### src/rtl/distribute_sequencer.sv
`default_nettype none
// ============================================================================
// Module      : distribute_sequencer
// Description : Layer-level controller for the activation/weight distribution
//               stage. Layer descriptors enter a 2-entry FIFO; each valid
//               descriptor produces one configure pulse to the distribute-in
//               and distribute-out blocks. Completed output transfers are then
//               counted down to the end of the layer. A fixed drain interval
//               follows, then layer completion is signalled and the next
//               descriptor is launched.
// Revision    : 1.0 - initial release
// ----------------------------------------------------------------------------
// Ports
//   clk                    : clock
//   rst                    : asynchronous reset, active low
//   desc_data_in           : descriptor {mode, num_iters, num_reads_per_iter}
//   desc_valid_in          : descriptor write strobe
//   desc_avail_out         : descriptor FIFO can accept an entry
//   configure_out          : one-cycle configure pulse
//   conf_mode_out          : mode of the current layer
//   num_iters_out          : iterations of the current layer
//   num_reads_per_iter_out : reads per iteration of the current layer
//   xfer_in                : one pulse per performed distribution read
//   busy_out               : a layer is being configured, run or drained
//   layer_done_out         : one-cycle pulse when a layer completes
//   desc_error_out         : one-cycle pulse when a zero-count descriptor
//                            is discarded
//   layers_done_out        : completed-layer counter (wraps)
// ============================================================================
module distribute_sequencer #(
  parameter int LOG_MAX_ITERS          = 16,
  parameter int LOG_MAX_READS_PER_ITER = 16,
  parameter int DRAIN_CYCLES           = 4,
  localparam int DESC_WIDTH            = 1 + LOG_MAX_ITERS + LOG_MAX_READS_PER_ITER
) (
  input  logic                              clk,
  input  logic                              rst,
  input  logic [DESC_WIDTH-1:0]             desc_data_in,
  input  logic                              desc_valid_in,
  output logic                              desc_avail_out,
  output logic                              configure_out,
  output logic                              conf_mode_out,
  output logic [LOG_MAX_ITERS-1:0]          num_iters_out,
  output logic [LOG_MAX_READS_PER_ITER-1:0] num_reads_per_iter_out,
  input  logic                              xfer_in,
  output logic                              busy_out,
  output logic                              layer_done_out,
  output logic                              desc_error_out,
  output logic [15:0]                       layers_done_out
);

  // Remaining-transfer counter holds the full iters*reads product.
  localparam int         c_REM_W = LOG_MAX_ITERS + LOG_MAX_READS_PER_ITER;
  localparam logic [7:0] c_DRAIN = 8'(DRAIN_CYCLES);

  typedef enum logic [1:0] {
    S_IDLE   = 2'd0,
    S_CONFIG = 2'd1,
    S_RUN    = 2'd2,
    S_DRAIN  = 2'd3
  } state_t;

  // --------------------------------------------------------------------------
  // Descriptor FIFO (2 entries)
  // --------------------------------------------------------------------------
  logic [DESC_WIDTH-1:0] r_fifo_mem [2];
  logic                  r_wr_ptr;
  logic                  r_rd_ptr;
  logic [1:0]            r_fifo_cnt;

  logic                              w_full;
  logic                              w_empty;
  logic                              w_push;
  logic                              w_pop;
  logic [DESC_WIDTH-1:0]             w_head;
  logic                              w_head_mode;
  logic [LOG_MAX_ITERS-1:0]          w_head_iters;
  logic [LOG_MAX_READS_PER_ITER-1:0] w_head_reads;
  logic                              w_head_bad;
  logic [c_REM_W-1:0]                w_head_product;

  state_t             r_state;
  logic [c_REM_W-1:0] r_remaining;
  logic [7:0]         r_drain;

  assign w_full  = (r_fifo_cnt == 2'd2);
  assign w_empty = (r_fifo_cnt == 2'd0);

  // Writes while full are dropped; a write and a pop in the same cycle are
  // both honoured (only possible when not full).
  assign w_push = desc_valid_in & ~w_full;

  // IDLE consumes the head every cycle it is present, whether it launches a
  // layer or is discarded as a zero-count descriptor.
  assign w_pop = (r_state == S_IDLE) & ~w_empty;

  assign desc_avail_out = ~w_full;

  assign w_head       = r_fifo_mem[r_rd_ptr];
  assign w_head_mode  = w_head[DESC_WIDTH-1];
  assign w_head_iters = w_head[DESC_WIDTH-2 -: LOG_MAX_ITERS];
  assign w_head_reads = w_head[LOG_MAX_READS_PER_ITER-1:0];
  assign w_head_bad   = (w_head_iters == '0) | (w_head_reads == '0);

  // Product width equals the sum of the operand widths, so it cannot overflow.
  assign w_head_product = c_REM_W'(w_head_iters) * c_REM_W'(w_head_reads);

  always_ff @(posedge clk or negedge rst) begin
    if (!rst) begin
      r_fifo_mem[0] <= '0;
      r_fifo_mem[1] <= '0;
      r_wr_ptr      <= 1'b0;
      r_rd_ptr      <= 1'b0;
      r_fifo_cnt    <= 2'd0;
    end else begin
      if (w_push) begin
        r_fifo_mem[r_wr_ptr] <= desc_data_in;
        r_wr_ptr             <= ~r_wr_ptr;
      end
      if (w_pop) begin
        r_rd_ptr <= ~r_rd_ptr;
      end
      case ({w_push, w_pop})
        2'b10:   r_fifo_cnt <= r_fifo_cnt + 2'd1;
        2'b01:   r_fifo_cnt <= r_fifo_cnt - 2'd1;
        default: r_fifo_cnt <= r_fifo_cnt;
      endcase
    end
  end

  // --------------------------------------------------------------------------
  // Layer sequencing FSM with registered outputs
  // --------------------------------------------------------------------------
  // layer_done_out is raised in the DRAIN cycle whose count value is 1, i.e.
  // DRAIN_CYCLES cycles after the final transfer. Being registered, it is set
  // on the transition into that cycle: either straight from RUN (when the
  // drain interval is one cycle) or when the count steps from 2 to 1.
  always_ff @(posedge clk or negedge rst) begin
    if (!rst) begin
      r_state                <= S_IDLE;
      r_remaining            <= '0;
      r_drain                <= 8'd0;
      configure_out          <= 1'b0;
      conf_mode_out          <= 1'b0;
      num_iters_out          <= '0;
      num_reads_per_iter_out <= '0;
      busy_out               <= 1'b0;
      layer_done_out         <= 1'b0;
      desc_error_out         <= 1'b0;
      layers_done_out        <= 16'd0;
    end else begin
      configure_out  <= 1'b0;
      layer_done_out <= 1'b0;
      desc_error_out <= 1'b0;

      case (r_state)
        S_IDLE: begin
          if (!w_empty) begin
            if (w_head_bad) begin
              desc_error_out <= 1'b1;
            end else begin
              conf_mode_out          <= w_head_mode;
              num_iters_out          <= w_head_iters;
              num_reads_per_iter_out <= w_head_reads;
              r_remaining            <= w_head_product;
              configure_out          <= 1'b1;
              busy_out               <= 1'b1;
              r_state                <= S_CONFIG;
            end
          end
        end

        // Single configure cycle; transfers seen here are not counted.
        S_CONFIG: begin
          r_state <= S_RUN;
        end

        S_RUN: begin
          if (xfer_in) begin
            r_remaining <= r_remaining - c_REM_W'(1);
            if (r_remaining == c_REM_W'(1)) begin
              r_drain <= c_DRAIN;
              r_state <= S_DRAIN;
              if (c_DRAIN == 8'd1) begin
                layer_done_out  <= 1'b1;
                layers_done_out <= layers_done_out + 16'd1;
              end
            end
          end
        end

        S_DRAIN: begin
          if (r_drain == 8'd1) begin
            busy_out <= 1'b0;
            r_state  <= S_IDLE;
          end else begin
            r_drain <= r_drain - 8'd1;
            if (r_drain == 8'd2) begin
              layer_done_out  <= 1'b1;
              layers_done_out <= layers_done_out + 16'd1;
            end
          end
        end

        default: begin
          r_state <= S_IDLE;
        end
      endcase
    end
  end

endmodule
`default_nettype wire

### config.mk
export PLATFORM = sky130hd
export DESIGN_NAME = distribute_sequencer
export DESIGN_NICKNAME = d
export VERILOG_FILES = /design/src/rtl/distribute_sequencer.sv
export SDC_FILE = /design/constraint.sdc
export NUM_CORES = 1
export LEC_CHECK = 0
export CORE_ASPECT_RATIO = 2
export CORE_UTILIZATION = 56
export CTS_CLUSTER_DIAMETER = 50
export DETAILED_ROUTE_END_ITERATION = 12
export PLACE_DENSITY = 0.76
export RECOVER_POWER = 100
export REMOVE_ABC_BUFFERS = 1
export SLEW_MARGIN = 20
export SYNTH_ARGS = -nofsm -noshare
export SYNTH_HDL_FRONTEND = slang
export SYNTH_SLANG_ARGS = --single-unit
### constraint.sdc
create_clock -name clk -period 7.5 [get_ports clk]
set_input_delay 2.25 -clock clk [delete_from_list [all_inputs] [get_ports clk]]
set_output_delay 2.25 -clock clk [all_outputs]
set_load 0.01 [all_outputs]
# After elaboration in Yosys (flattened, before gate mapping)
# Cells that the tools add are included.
# totals
regBits,165
in_bits,37
# op_classes
n_addsub,5
mul,1
magnitude_cmp,3
eq_ne,15
mux,34
bitwise_logic,11
n_reduce_logical,15
# op_table
op,count
two-way mux 33 bit,4
two-way mux 32 bit,3
bitwise mux 66 bit,1
case mux 32 bit (2 select lines),1
demux 33 bit (select 1 bit),1
"== test 32 x 1 -> 1 bit, second input constant",1
logical NOT 16 bit,2
multiplier 16 x 16 -> 32 bit,1
"subtractor 32 x 1 -> 32 bit, second input constant",1
two-way mux 8 bit,3
"adder 16 x 1 -> 16 bit, second input constant",1
case mux 8 bit (2 select lines),1
two-way mux 1 bit,12
"!= test 2 bit, second input constant",6
AND reduction 4 bit,3
two-way mux 2 bit,5
"== test 2 bit, second input constant",4
"== test 8 x 1 -> 1 bit, second input constant",1
"== test 8 x 2 -> 1 bit, second input constant",1
case mux 2 bit (4 select lines),1
nonzero test 2 bit,4
"subtractor 8 x 1 -> 8 bit, second input constant",1
inverter 1 bit,6
AND reduction 3 bit,2
other kinds (13),18

# Depth between registers and ports, before layout
# depth
word_depth,9
mapped_depth,27

# Worst setup path after synthesis
# Ideal clock, no wire load.
# synth_timing
path_type,reg-to-reg
start,register r_rd_ptr
end,register r_remaining[30]
arrival_time_ns,6.915
t_required_ns,7.427
setup_slack_ns,0.512
stages_incl_launch_ff,26
path_buffers,4
cell_sequence,dfrtp_1 buf_2 buf_2 buf_1 buf_1 mux2i_1 nor2_1 fa_1 inv_1 fa_1 fa_1 fa_1 inv_1 fa_1 inv_1 fa_1 inv_1 ha_1 a21oi_1 o21a_1 o21ai_0 a31o_2 a21oi_1 o31a_1 or4_1 nand4_1
# synth_between
elab_chain_len,8
# synth_rtl
item,line_no,source
from (decl),68,logic r_rd_ptr;
from (signal assigned),121,r_rd_ptr <= ~r_rd_ptr;
inverter 1 -> 2 bit (implied by the code) *,99,assign w_head = r_fifo_mem[r_rd_ptr];
two-way mux 33 bit (implied by the code) * (3 in a row),99,
multiplier 16 x 16 -> 32 bit / logical NOT 16 bit (equally long branches),"106, 103",
two-way mux 32 bit / OR 1 bit (equally long branches),"159, 103",
two-way mux 32 bit / != test 2 bit (equally long branches),n/a,
case mux 32 bit (2 select lines) / AND reduction 4 bit (equally long branches),n/a,
to (signal assigned),165,r_remaining <= w_head_product;
to (signal assigned),180,r_remaining <= r_remaining - c_REM_W'(1);
to (decl),83,logic [c_REM_W-1:0] r_remaining;
# Mark *: on every way between the ends. The rest lies on a longest branch, timed or not. The select of a mux whose other input is x is not followed.
# A chain may end at the register's enable or synchronous reset.

# Final worst setup path
# layout_timing
start,register r_rd_ptr
end,register r_remaining[29]
# Same word-level chain as after synthesis.

==> results.py <==
metrics = {
    "run_status": {
        "status": "finished, violations left",
        "violations": "capacitance limit, slew limit",
    },
    "floorplan": {
        "initial_core_util": 0.5717,
        "coreArea_sq_um": 28300,
        "fp.dieArea_sq_um": 29620,
        "die_x_um": 122.2,
        "die_y_um": 242.4,
        "top_level_ports": 91,
        "row_count": 87,
    },
    "drt": {
        "drt_first_pass_iters": 7,
        "wl_per_cell_um": 20.65,
        "vias": 12860,
        "dr.first_iter.drc_count": 645,
        "final_antenna_net_count": 0,
        "post-route-drc-count": 0,
        "routed_via_density": 5.940,
        "wirelength_mm": 44.70,
    },
    "final_layout": {
        "num_antenna_cells": 0,
        "utilization": 0.6424,
        "fin_nets": 2141,
        "syn_to_final_growth_pct": 12.36,
        "fill_cells": 2327,
        "drive_above_1_share": 0.1056,
    },
    "clocking": {
        "cts_tree": "done",
        "clockBufferDepth": 2,
        "root_buffer": "clkbuf_16",
        "cts-buffers-inserted": 17,
        "hold_buffers": 0,
        "clock-sinks": 165,
        "post_cts_resized": 0,
        "clkLatencyLatePin_ns": 0.47,
        "cts_max_level": 4,
        "clk_pin_slew_worst_paths_ns": 0.08,
        "post_cts_buffers": 0,
    },
    "critical_path": {
        "cp_num_buf_inv": 7,
        "end_kind": "flip-flop",
        "cpMaxStageDelayCell": "dfrtp_4",
        "crit_path_start_kind": "flip-flop",
        "crit_type": "flip-flop to flip-flop",
        "cp_top_family": "adder cells",
        "crit_arrival_ns": 7.46,
        "worstPathRequired_ns": 7.89,
        "path_common_cell": "fa_1",
        "crit_chain": "buf_4, mux2i_1, buf_4, nor2_1, fa_1, inv_1, fa_1, inv_1, fa_1, fa_1, fa_1, inv_1, fa_1, inv_1, ha_1, a21oi_1, o21ai_0, o31ai_1, clkbuf_1, a21oi_1, o41a_1, xnor2_1, a21boi_0",
        "slowest_delay_ns": 0.73,
        "cp_max_fo": 33,
    },
    "global_routing": {
        "top_usage_layer": "met2",
        "grt_pass1_vias": 13880,
        "grt_first_pass_wirelength_mm": 72.01,
        "grt_overflow": 0,
        "met3_usage": 0.05556,
        "antenna_found_initial": 0,
        "grtUsageMet2": 0.5676,
        "gr-usage-all-layers": 0.3251,
        "use_met1": 0.3282,
        "grt_max_degree": 78,
    },
    "worst_hold_path": {
        "hold_class": "flip-flop to flip-flop",
    },
    "yosys": {
        "synth_common_cells": "inv_1 (236), nor2_1 (198), fa_1 (194), nand2_1 (191), dfrtp_1 (165)",
        "synth_area_leaders": "dfrtp_1 (26%), fa_1 (24%), ha_1 (8.8%)",
        "synth_most_common_cell": "inv_1",
        "synth_top_cell_area_share": 0.2552,
        "ys_async_sr_fraction": 1.000,
        "syn_inst": 1693,
        "synth_ff_type": "dfrtp_1",
        "ys_ff_latch": 165,
        "syn_area_sq_um": 16180,
        "synth_enable_flop_cells": 0,
        "yosysTopAreaCell": "dfrtp_1",
        "avgSynthCellArea_sq_um": 9.557,
        "ys_seq_area_frac": 0.2552,
        "yosysWarnings": 0,
        "yosys.cell_types.count": 72,
    },
    "placed_design": {
        "port_buffers": 90,
        "gp_congestion": 0.9761,
        "hpwlAfterDp_mm": 35.28,
    },
    "timing": {
        "min_period_over_period": 0.9427,
        "tns_ns": 0,
        "fin_skew_ns": 0.01521,
        "slew_violations": 342,
        "rsz0062_at_grt": "false",
        "fin_crit_ns": 7.070,
        "worst_pin_slew_ns": 4.075,
        "finalHoldViolations": 0,
        "max-slew-margin-rel": -1.717,
        "holdWs_ns": 0.4727,
        "setup_viol_count_final": 0,
        "fmaxAchievable_mhz": 141.4,
    },
    "flow_run": {
        "cap_violations": 8,
    },
}
==> cell type report <==
cell class,count,area (sq um),share of cell area
multi-input cells,1240,10920,0.6007
flip-flops and latches,165,4133,0.2273
repair buffers,136,1219,0.06703
inverters,236,885.9,0.04872
well taps,356,445.4,0.02450
clock buffers,18,439.2,0.02416
clock inverters,14,137.6,0.007570
==> cells by family after synthesis <==
| group | after synthesis | synth area share |
|---|---|---|
| AOI/OAI and AO/OA | 227 | 0.08816 |
| DFF | 165 | 0.2552 |
| muxes | 132 | 0.08955 |
| adders and majority gates | 308 | 0.3282 |
| xor gates and xnor gates | 52 | 0.02815 |
| and+or+nand+nor | 521 | 0.1436 |
| buffers and inverters | 288 | 0.06720 |
==> cell usage in the layout (no fill, tap or decap), types with 5 or more instances in the layout <==
cell type        count
mux2i_1             32
dlygate4sd3_1       56
fa_1               194
ha_1               114
mux2_2              98
xor2_1              24
o21a_1               7
clkbuf_16           17
nor3_1              21
nand3_1             18
nand4_1             16
a21oi_1             91
or3_1                6
nor2_1             198
nor4_1              11
buf_4               40
nand2_1            191
and3_1               6
a211oi_1             5
o211ai_1             5
inv_1              236
xnor2_1             28
nand2b_1            11
and2_1               5
dfrtp_1            164
clkdlybuf4s50_1     33
inv_6                6
a21boi_0             5
clkbuf_1             6
or4_1                5
o22ai_1             12
o21ai_0             45
a21o_1              15
==> metal layers <==
metal  vias up  part of all wire
met3       224             0.056
li1       5748                 -
met5         -                 0
met2       499              0.52
met1      6389              0.33
met4         0             0.095
==> sequential cells by signal, indices dropped and copies added (netlist names) <==
register	flops
r_drain	8
conf_mode_out	1
layer_done_out	1
r_state	2
r_remaining	32
busy_out	1
num_iters_out	16
layers_done_out	16
desc_error_out	1
r_fifo_cnt	2
r_wr_ptr	1
num_reads_per_iter_out	16
r_rd_ptr	1
r_fifo_mem	66
configure_out	1
==> through the flow <==
step | instances | instance area, sq um | setup WS, ns
floorplan | 1641 | 15980 | -0.4220
global placement | 2133 | 17690 | 0.6008
detailed placement | 2133 | 17690 | 0.5534
CTS | 2165 | 18270 | 0.5155
global route | 2165 | 18180 | 0.07999
finish | 2165 | 18180 | 0.4300
==> worst paths after layout <==
path	depth (start not counted)	startpoint	slack (ns)	endpoint
max	23	r_rd_ptr	0.43	r_remaining[29]
min	1	layers_done_out[15]	0.47	layers_done_out[15]
max reg2reg	23	r_rd_ptr	0.43	r_remaining[29]
min reg2reg	1	layers_done_out[15]	0.47	layers_done_out[15]
max in group asynchronous	2	rst	1.11	num_reads_per_iter_out[3]
min in group asynchronous	1	rst	3.19	r_remaining[28]
Power is left out: the tool's default activity adds up to more than one toggle a clock period on the data nets, which glitch-free logic cannot reach.
==> edit, RTL diff (config.mk and constraints unchanged) <==
Reset style: synchronous (`rst`), changed in 2 clocked blocks. Comments in the files are not updated.
--- a/src/rtl/distribute_sequencer.sv
+++ b/src/rtl/distribute_sequencer.sv
@@ -107,3 +107,3 @@
 
-  always_ff @(posedge clk or negedge rst) begin
+  always_ff @(posedge clk) begin
     if (!rst) begin
@@ -137,3 +137,3 @@
   // drain interval is one cycle) or when the count steps from 2 to 1.
-  always_ff @(posedge clk or negedge rst) begin
+  always_ff @(posedge clk) begin
     if (!rst) begin
Behaviour: differs if rst is asserted again (counterexample within 4 cycles, from zero or initial values and one cycle with rst low); with rst held inactive, the same outputs for 4 cycles.
==> edit against the original RTL <==
  * The run still ends with max-capacitance violations, max-slew violations left
  * Sequential cell count is 1 higher
  * Area after synthesis is 0.85% higher
  * Setup slack worse by 0.12 ns
  * Wire length is 11% higher
  * Critical path type unchanged
  * Cell area is 1.1% higher
  * Critical path depth is 2 lower
  * Sequential share of layout area is 1.0 points lower
  * Core utilization is 0.29 points lower
Power is not shown: default switching activity piles up to over one toggle a cycle in this logic, so the estimate is an artifact.
==> edit: results (changes against the original RTL) <==
run_status:
  status: "finished with violations"  # unchanged
  violations: "max-capacitance violations, max-slew violations"  # unchanged
global_route:
  use_met3_pct: 6.60  # was 5.56%
  track_usage_pct: 35.4  # was 32.5%
  grt_pass1_wl_um: 77700  # was 72000 um
critical_path:
  crit_path_max_fanout: 32  # was 33
  r2r_cells: 21  # was 23
  cp.arrival_ns: 7.53  # was 7.46 ns
  cp_slowest_cell: "o311ai_0"  # was dfrtp_4
synth:
  synth_area_leaders: "fa_1 24%, dfxtp_1 12%, edfxtp_1 12%"  # was dfrtp_1 26%, fa_1 24%, ha_1 8.8%
  synthFlopType: "dfxtp_1"  # was dfrtp_1
  synthTopCellsByCount: "238 x inv_1, 220 x nor2_1, 198 x nand2_1, 194 x fa_1, 114 x ha_1"  # was 236 x inv_1, 198 x nor2_1, 194 x fa_1, 191 x nand2_1, 165 x dfrtp_1
  synthArstFlopShare_pct: 0  # was 100%
  synth_area_um2: 16300  # was 16200 um2
  synth_edf_count: 66  # was 0
cts:
  cts.sinks: 166  # was 165
layout:
  final_cells: 2266  # was 2165
  final_core_util_pct: 63.9  # was 64.2%
  seq_area_um2: 3990  # was 4130 um2
  bufAreaShareNonClock_pct: 7.12  # was 6.70%
  multi_input_cells: 1323  # was 1240
place:
  post-place-ws_ns: 0.175  # was 0.553 ns
  dpl.hpwl_um: 38900  # was 35300 um
drt:
  firstDrtPassIters: 6  # was 7
  drtIter0Drc: 848  # was 645
  vias_per_cell: 6.03  # was 5.94
run:
  cap_violations: 3  # was 8
sta:
  maxSlewViolCount: 115  # was 342
  holdWs_ns: 0.490  # was 0.473 ns
-- edit: changes by cell type after synthesis, sizes merged, moves of 8 or more --
cell / change
dfrtp: -165
dfxtp: +100
and2: +72
mux2: -69
edfxtp: +66
a211oi: +39
a21oi: -28
nor2: +19
clkbuf: +15
nand3: +11
o21ai: +8
-- edit: routing by layer --
| metal | vias to the layer above | part of all wire (%) | routed length (um) |
|---|---|---|---|
| li1 | 6141 | - | - |
| met1 | 6632 | 32 | 16000 |
| met2 | 611 | 51 | 25400 |
| met3 | 275 | 6.1 | 3030 |
| met4 | 2 | 10 | 5150 |
| met5 | - | 0.024 | 12 |
-- edit: cell families after synthesis --
group	synth area share, %
AOI/OAI and AO/OA	9.96
buffers and inverters	7.38
DFF	24.4
and+or+nand+nor	18.7
adders and majority gates	32.5
xor gates and xnor gates	2.63
muxes	4.34
